## src/rtl/fc_seq_pkg.sv

```systemverilog
// Shared constants for the FC apply-region start-token sequencer:
// FSM state codes, stage bit positions and the default watchdog limit.
package fc_seq_pkg;

    localparam logic [1:0] IDLE = 2'd0;
    localparam logic [1:0] RUN  = 2'd1;
    localparam logic [1:0] FIN  = 2'd2;

    // Bit positions of each stage inside stall_stage
    localparam int LD = 0;
    localparam int CP = 1;
    localparam int OR = 2;

    localparam int DEFAULT_STALL_CYC = 4096;

endpackage

```

## src/rtl/fc_seq_tok_cnt.sv

```systemverilog
// Up/down start-token counter bounded to 0..DEPTH; stands in for one HLS start FIFO.
// Simultaneous inc and dec cancel; inc at full and dec at empty are dropped.
module fc_seq_tok_cnt
    import fc_seq_pkg::*;
#(
    parameter int DEPTH = 2,
    parameter int CW    = $clog2(DEPTH + 1)
) (
    input  logic clock,
    input  logic reset,
    input  logic clr,
    input  logic inc,
    input  logic dec,
    output logic full,
    output logic nonempty
);

    logic [CW-1:0] count;

    always_ff @(posedge clock or negedge reset) begin
        if (!reset) begin
            count <= '0;
        end else if (clr) begin
            count <= '0;
        end else if (inc && !dec && !full) begin
            count <= count + 1'b1;
        end else if (dec && !inc && nonempty) begin
            count <= count - 1'b1;
        end
    end

    assign full     = (count == CW'(DEPTH));
    assign nonempty = (count != '0);

endmodule

```

## src/rtl/fc_dataflow_sequencer.sv

```systemverilog
// Start-token scheduler for the load_data -> compute_pro -> output_result region,
// with iteration counting and a sticky no-progress watchdog.
module fc_dataflow_sequencer
    import fc_seq_pkg::*;
#(
    parameter int ITER_W    = 16,
    parameter int DEPTH     = 2,
    parameter int STALL_CYC = DEFAULT_STALL_CYC,
    parameter int WD_W      = 13
) (
    input  logic              clock,
    input  logic              reset,
    input  logic              cfg_start,
    input  logic [ITER_W-1:0] cfg_num_iter,
    output logic              busy,
    output logic              done,
    output logic              ld_start,
    input  logic              ld_ready,
    output logic              cp_start,
    input  logic              cp_ready,
    output logic              or_start,
    input  logic              or_ready,
    input  logic              or_done,
    output logic              stall,
    output logic [2:0]        stall_stage
);

    logic [1:0]        state;
    logic [ITER_W-1:0] num_iter;
    logic [ITER_W-1:0] issued;
    logic [ITER_W-1:0] completed;
    logic [ITER_W-1:0] completed_nxt;
    logic [WD_W-1:0]   wd;
    logic              run;
    logic              accept;
    logic              cp_full, cp_nonempty, or_full, or_nonempty;
    logic              ld_hs, cp_hs, or_hs, od_run, progress;
    logic [2:0]        stage_now;

    assign run    = (state == RUN);
    assign accept = (state == IDLE) && cfg_start;

    assign ld_start = run && (issued < num_iter) && !cp_full && !or_full;
    assign cp_start = run && cp_nonempty;
    assign or_start = run && or_nonempty;

    assign ld_hs    = ld_start && ld_ready;
    assign cp_hs    = cp_start && cp_ready;
    assign or_hs    = or_start && or_ready;
    assign od_run   = run && or_done;
    assign progress = ld_hs || cp_hs || or_hs || od_run;

    assign completed_nxt = completed + ITER_W'(od_run);

    assign busy = run;
    assign done = (state == FIN);

    // Which stages are waiting on their ap_ready right now
    always_comb begin
        stage_now     = 3'b000;
        stage_now[LD] = ld_start && !ld_ready;
        stage_now[CP] = cp_start && !cp_ready;
        stage_now[OR] = or_start && !or_ready;
    end

    fc_seq_tok_cnt #(.DEPTH(DEPTH)) u_cp_tok (
        .clock    (clock),
        .reset    (reset),
        .clr      (accept),
        .inc      (ld_hs),
        .dec      (cp_hs),
        .full     (cp_full),
        .nonempty (cp_nonempty)
    );

    fc_seq_tok_cnt #(.DEPTH(DEPTH)) u_or_tok (
        .clock    (clock),
        .reset    (reset),
        .clr      (accept),
        .inc      (ld_hs),
        .dec      (or_hs),
        .full     (or_full),
        .nonempty (or_nonempty)
    );

    always_ff @(posedge clock or negedge reset) begin
        if (!reset) begin
            state       <= IDLE;
            num_iter    <= '0;
            issued      <= '0;
            completed   <= '0;
            wd          <= '0;
            stall       <= 1'b0;
            stall_stage <= 3'b000;
        end else begin
            case (state)
                IDLE: begin
                    if (cfg_start) begin
                        num_iter    <= cfg_num_iter;
                        issued      <= '0;
                        completed   <= '0;
                        wd          <= '0;
                        stall       <= 1'b0;
                        stall_stage <= 3'b000;
                        state       <= (cfg_num_iter != '0) ? RUN : FIN;
                    end
                end
                RUN: begin
                    issued    <= issued + ITER_W'(ld_hs);
                    completed <= completed_nxt;
                    if (completed_nxt == num_iter) begin
                        state <= FIN;
                    end
                    // wd parks at the limit so the flag stays asserted without wrapping
                    if (progress) begin
                        wd <= '0;
                    end else if (wd == WD_W'(STALL_CYC - 1)) begin
                        if (!stall) begin
                            stall_stage <= stage_now;
                        end
                        stall <= 1'b1;
                    end else begin
                        wd <= wd + 1'b1;
                    end
                end
                FIN: begin
                    state <= IDLE;
                end
                default: begin
                    state <= IDLE;
                end
            endcase
        end
    end

endmodule
```

## config.mk

```make
export PLATFORM = sky130hd
export DESIGN_NAME = fc_dataflow_sequencer
export DESIGN_NICKNAME = d
export VERILOG_FILES = /design/src/rtl/fc_seq_pkg.sv /design/src/rtl/fc_seq_tok_cnt.sv /design/src/rtl/fc_dataflow_sequencer.sv
export SDC_FILE = /design/constraint.sdc
export NUM_CORES = 1
export LEC_CHECK = 0
export BUFFER_PORTS_ARGS = -buffer_cell sky130_fd_sc_hd__buf_4
export CORE_UTILIZATION = 50
export DETAILED_ROUTE_END_ITERATION = 8
export MAX_ROUTING_LAYER = met4
export PLACE_DENSITY = 0.72
export SLEW_MARGIN = 20
export SYNTH_ARGS = -nofsm -noshare
export SYNTH_HDL_FRONTEND = slang
export SYNTH_SLANG_ARGS = --single-unit
```

## constraint.sdc

```tcl
create_clock -name clock -period 7.1 [get_ports clock]
set_input_delay 0.71 -clock clock [delete_from_list [all_inputs] [get_ports clock]]
set_output_delay 0.71 -clock clock [all_outputs]
set_load 0.01 [all_outputs]
```

==> results.py <==
metrics = {
    "status": {
        "status": "finished clean",
    },
    "synth": {
        "ys_top_cells_by_count": "dfrtp_1 (71), nand2_1 (63), o21ai_0 (40), nor2_1 (28), nand3_1 (23)",
        "async_flop_share_pct": 100.0,
        "avgSynthCellArea_um2": 8.940,
        "yosysMostFrequentCell": "dfrtp_1",
        "synth_edf_count": 0,
        "synth_cell_types": 47,
        "synth-seq-cells": 71,
        "yosysTopAreaCellShare_pct": 41.84,
        "syn-cell-area_um2": 4247,
        "synth_fp_nets": 516,
        "synthFlopType": "dfrtp_1",
        "yosys.area.top_type": "dfrtp_1",
        "syn_inst": 475,
        "ys_top_cells_by_area": "dfrtp_1 (42%), nand2_1 (5.6%), ha_1 (5.3%), o21ai_0 (4.7%), xnor2_1 (4.5%)",
        "yosysSeqAreaShare_pct": 41.84,
        "ys_warn_count": 0,
    },
    "clocking": {
        "post_cts_resized": 0,
        "insertion_delay_ns": 0.35,
        "cts-root-buf": "clkbuf_8",
        "post_cts_buffers": 0,
        "cts_sinks": 71,
        "cts_buffer_depth": 2,
        "cts_tree": "built",
        "ctsHoldBuffers": 0,
        "clk_pin_slew_ns": 0.08,
        "cts_max_level": 3,
        "cts_inserted_buffers": 9,
    },
    "pwr": {
        "power.leakage_nw": 2.114,
        "peakVddDrop_mv": 0.1920,
        "total_power_mw": 1.488,
        "p_per_area_nw_per_um2": 316.4,
    },
    "setup_path": {
        "worstSetupStartpointType": "flop",
        "max_stage_delay_ns": 0.79,
        "cpMostUsedCell": "ha_1",
        "critPathKind": "reg2reg",
        "worst-path-max-fanout": 28,
        "end_kind": "flop",
        "cpMaxStageDelayCell": "inv_1",
        "crit_arrival_ns": 4.51,
        "worst_ep_required_time_ns": 7.35,
        "crit_chain": "nand2b_1 > inv_1 > and2_1 > ha_1 > ha_1 > nand3_1 > nor4_1 > xnor2_1 > and3_1 > nand4_1 > or3_1 > a22o_1",
    },
    "sta": {
        "clock_skew_ns": 0.01299,
        "finalMaxSlewViolations": 0,
        "finalHoldViolCount": 0,
        "finalSetupViolCount": 0,
        "fin_tns_setup_ns": 0,
        "timing.final.crit_share_pct": 60.07,
        "grt_setup_unrepaired": "false",
        "slew-limit-headroom_pct": 29.38,
        "timing.hold.ws_ns": 0.4591,
        "max_freq_ghz": 0.2345,
        "fin_crit_ns": 4.265,
        "tightest_slew_ns": 1.059,
    },
    "finish": {
        "final_nets": 537,
        "diodes": 0,
        "final_core_util_pct": 57.24,
        "drive_above_1_share_pct": 11.38,
        "final_cells": 606,
        "area_growth_pct": 10.75,
    },
    "drt": {
        "first_iter_violations": 279,
        "finalWirelength_um": 10080,
        "dr.pass1.iters": 5,
        "ant_nets": 0,
        "wl_per_cell_um": 16.63,
        "drc": 0,
        "routed-via-count": 3574,
        "vias_per_cell": 5.898,
    },
    "placement": {
        "io_buffer_count": 31,
        "gp_congestion": 0.8730,
        "dpl.cell_count": 590,
        "dp_hpwl_um": 7264,
    },
    "floorplanning": {
        "fp.dieW_um": 94.16,
        "core_area_um2": 8217,
        "initial_utilization_pct": 51.68,
        "die-area_um2": 8866,
        "std_cell_rows": 33,
        "die_height_um": 94.16,
        "io_pins": 32,
    },
    "global_route": {
        "overflow": 0,
        "grt_max_degree": 72,
        "grt_pass1_wl_um": 16700,
        "antenna_found_initial": 0,
        "track_usage_pct": 25.39,
        "grt_pass1_vias": 3370,
    },
    "run": {
        "drv_cap": 0,
    },
    "worst_hold_path": {
        "min_path_type": "in2async",
    },
}
==> power by group <==
group,total (mW),switching [mW],leakage [nW],internal (mW)
clock,0.321,0.150,0.100,0.170
combinational,0.569,0.319,1.08,0.250
sequential,0.598,0.0991,0.936,0.499
==> cell type report <==
cell class,count,area [um^2]
repair buffers,33,247.7
multi-input cells,361,2282
well taps,105,131.4
flip-flops and latches,71,1777
clock inverters,4,45.04
inverters,20,75.07
fillers,752,3513
clock buffers,12,145.1
==> worst paths after layout <==
kind                                              from                  endpoint  slack (ns)  cells past startpoint
worst max-delay path              state[1]$_DFFE_PN0P_      state[0]$_DFFE_PN0P_        2.83                     12
worst min-delay path                             reset        wd[10]$_DFFE_PN0P_        0.46                      1
worst max register to register    state[1]$_DFFE_PN0P_      state[0]$_DFFE_PN0P_        2.83                     12
worst min register to register  issued[15]$_DFFE_PN0P_    issued[15]$_DFFE_PN0P_        0.49                      1
max in group asynchronous                        reset  num_iter[15]$_DFFE_PN0P_        6.05                      1
min in group clock              issued[15]$_DFFE_PN0P_    issued[15]$_DFFE_PN0P_        0.49                      1
==> sequential cells by signal, indices dropped and copies added, names as in the netlist <==
register	count
wd	13
stall	1
stall_stage	3
issued	16
u_or_tok.count	2
completed	16
u_cp_tok.count	2
num_iter	16
state	2
==> worst max-delay path: cells and delay by family (launching register included) <==
family                   cells  cell delay (ns)
flip-flops                   1             0.40
AO/OA/AOI/OAI                1             0.19
buffers and inverters        1             0.79
XOR/XNOR                     1             0.17
AND/OR/NAND/NOR              7             2.15
adder cells (fa/ha/maj)      2             0.45
==> cells by family after synthesis <==
group / share of synthesized area (%)
AND/OR/NAND/NOR: 21.33
buffers and inverters: 4.478
XOR/XNOR: 5.568
adder cells (fa/ha/maj): 5.304
flip-flops: 41.84
AO/OA/AOI/OAI: 17.15
multiplexers: 4.331
==> metrics by stage <==
step | setup WS, ns | area [um^2]
after floorplan | 3.658 | 4247
after CTS | 2.903 | 4703
after detailed placement | 2.922 | 4513
final | 2.835 | 4703
after global placement | 3.093 | 4513
after global routing | 2.510 | 4703
==> placed cells by master (no fill, tap or decap), drive strengths merged, types with 5 or more instances in the layout <==
master,count
buf,33
nand2,63
and4,7
ha,18
a21oi,22
nor4,8
a31oi,13
xnor2,22
xor2,5
nor3,5
nor2,28
dfrtp,71
o21ai,42
nand4,11
clkbuf,12
o31ai,8
mux2i,15
and3,12
a22o,8
and2,13
inv,20
nand3,23
==> metal layers <==
metal | vias to the layer above | global-route usage [%] | part of all wire [%]
met5 | - | - | 0
met4 | 0 | 9.231 | 2.4
met3 | 15 | 4.531 | 3.4
met2 | 81 | 39.43 | 48
met1 | 1724 | 33.21 | 46
li1 | 1754 | - | -
Note: power is estimated with default switching activity, not from simulation.
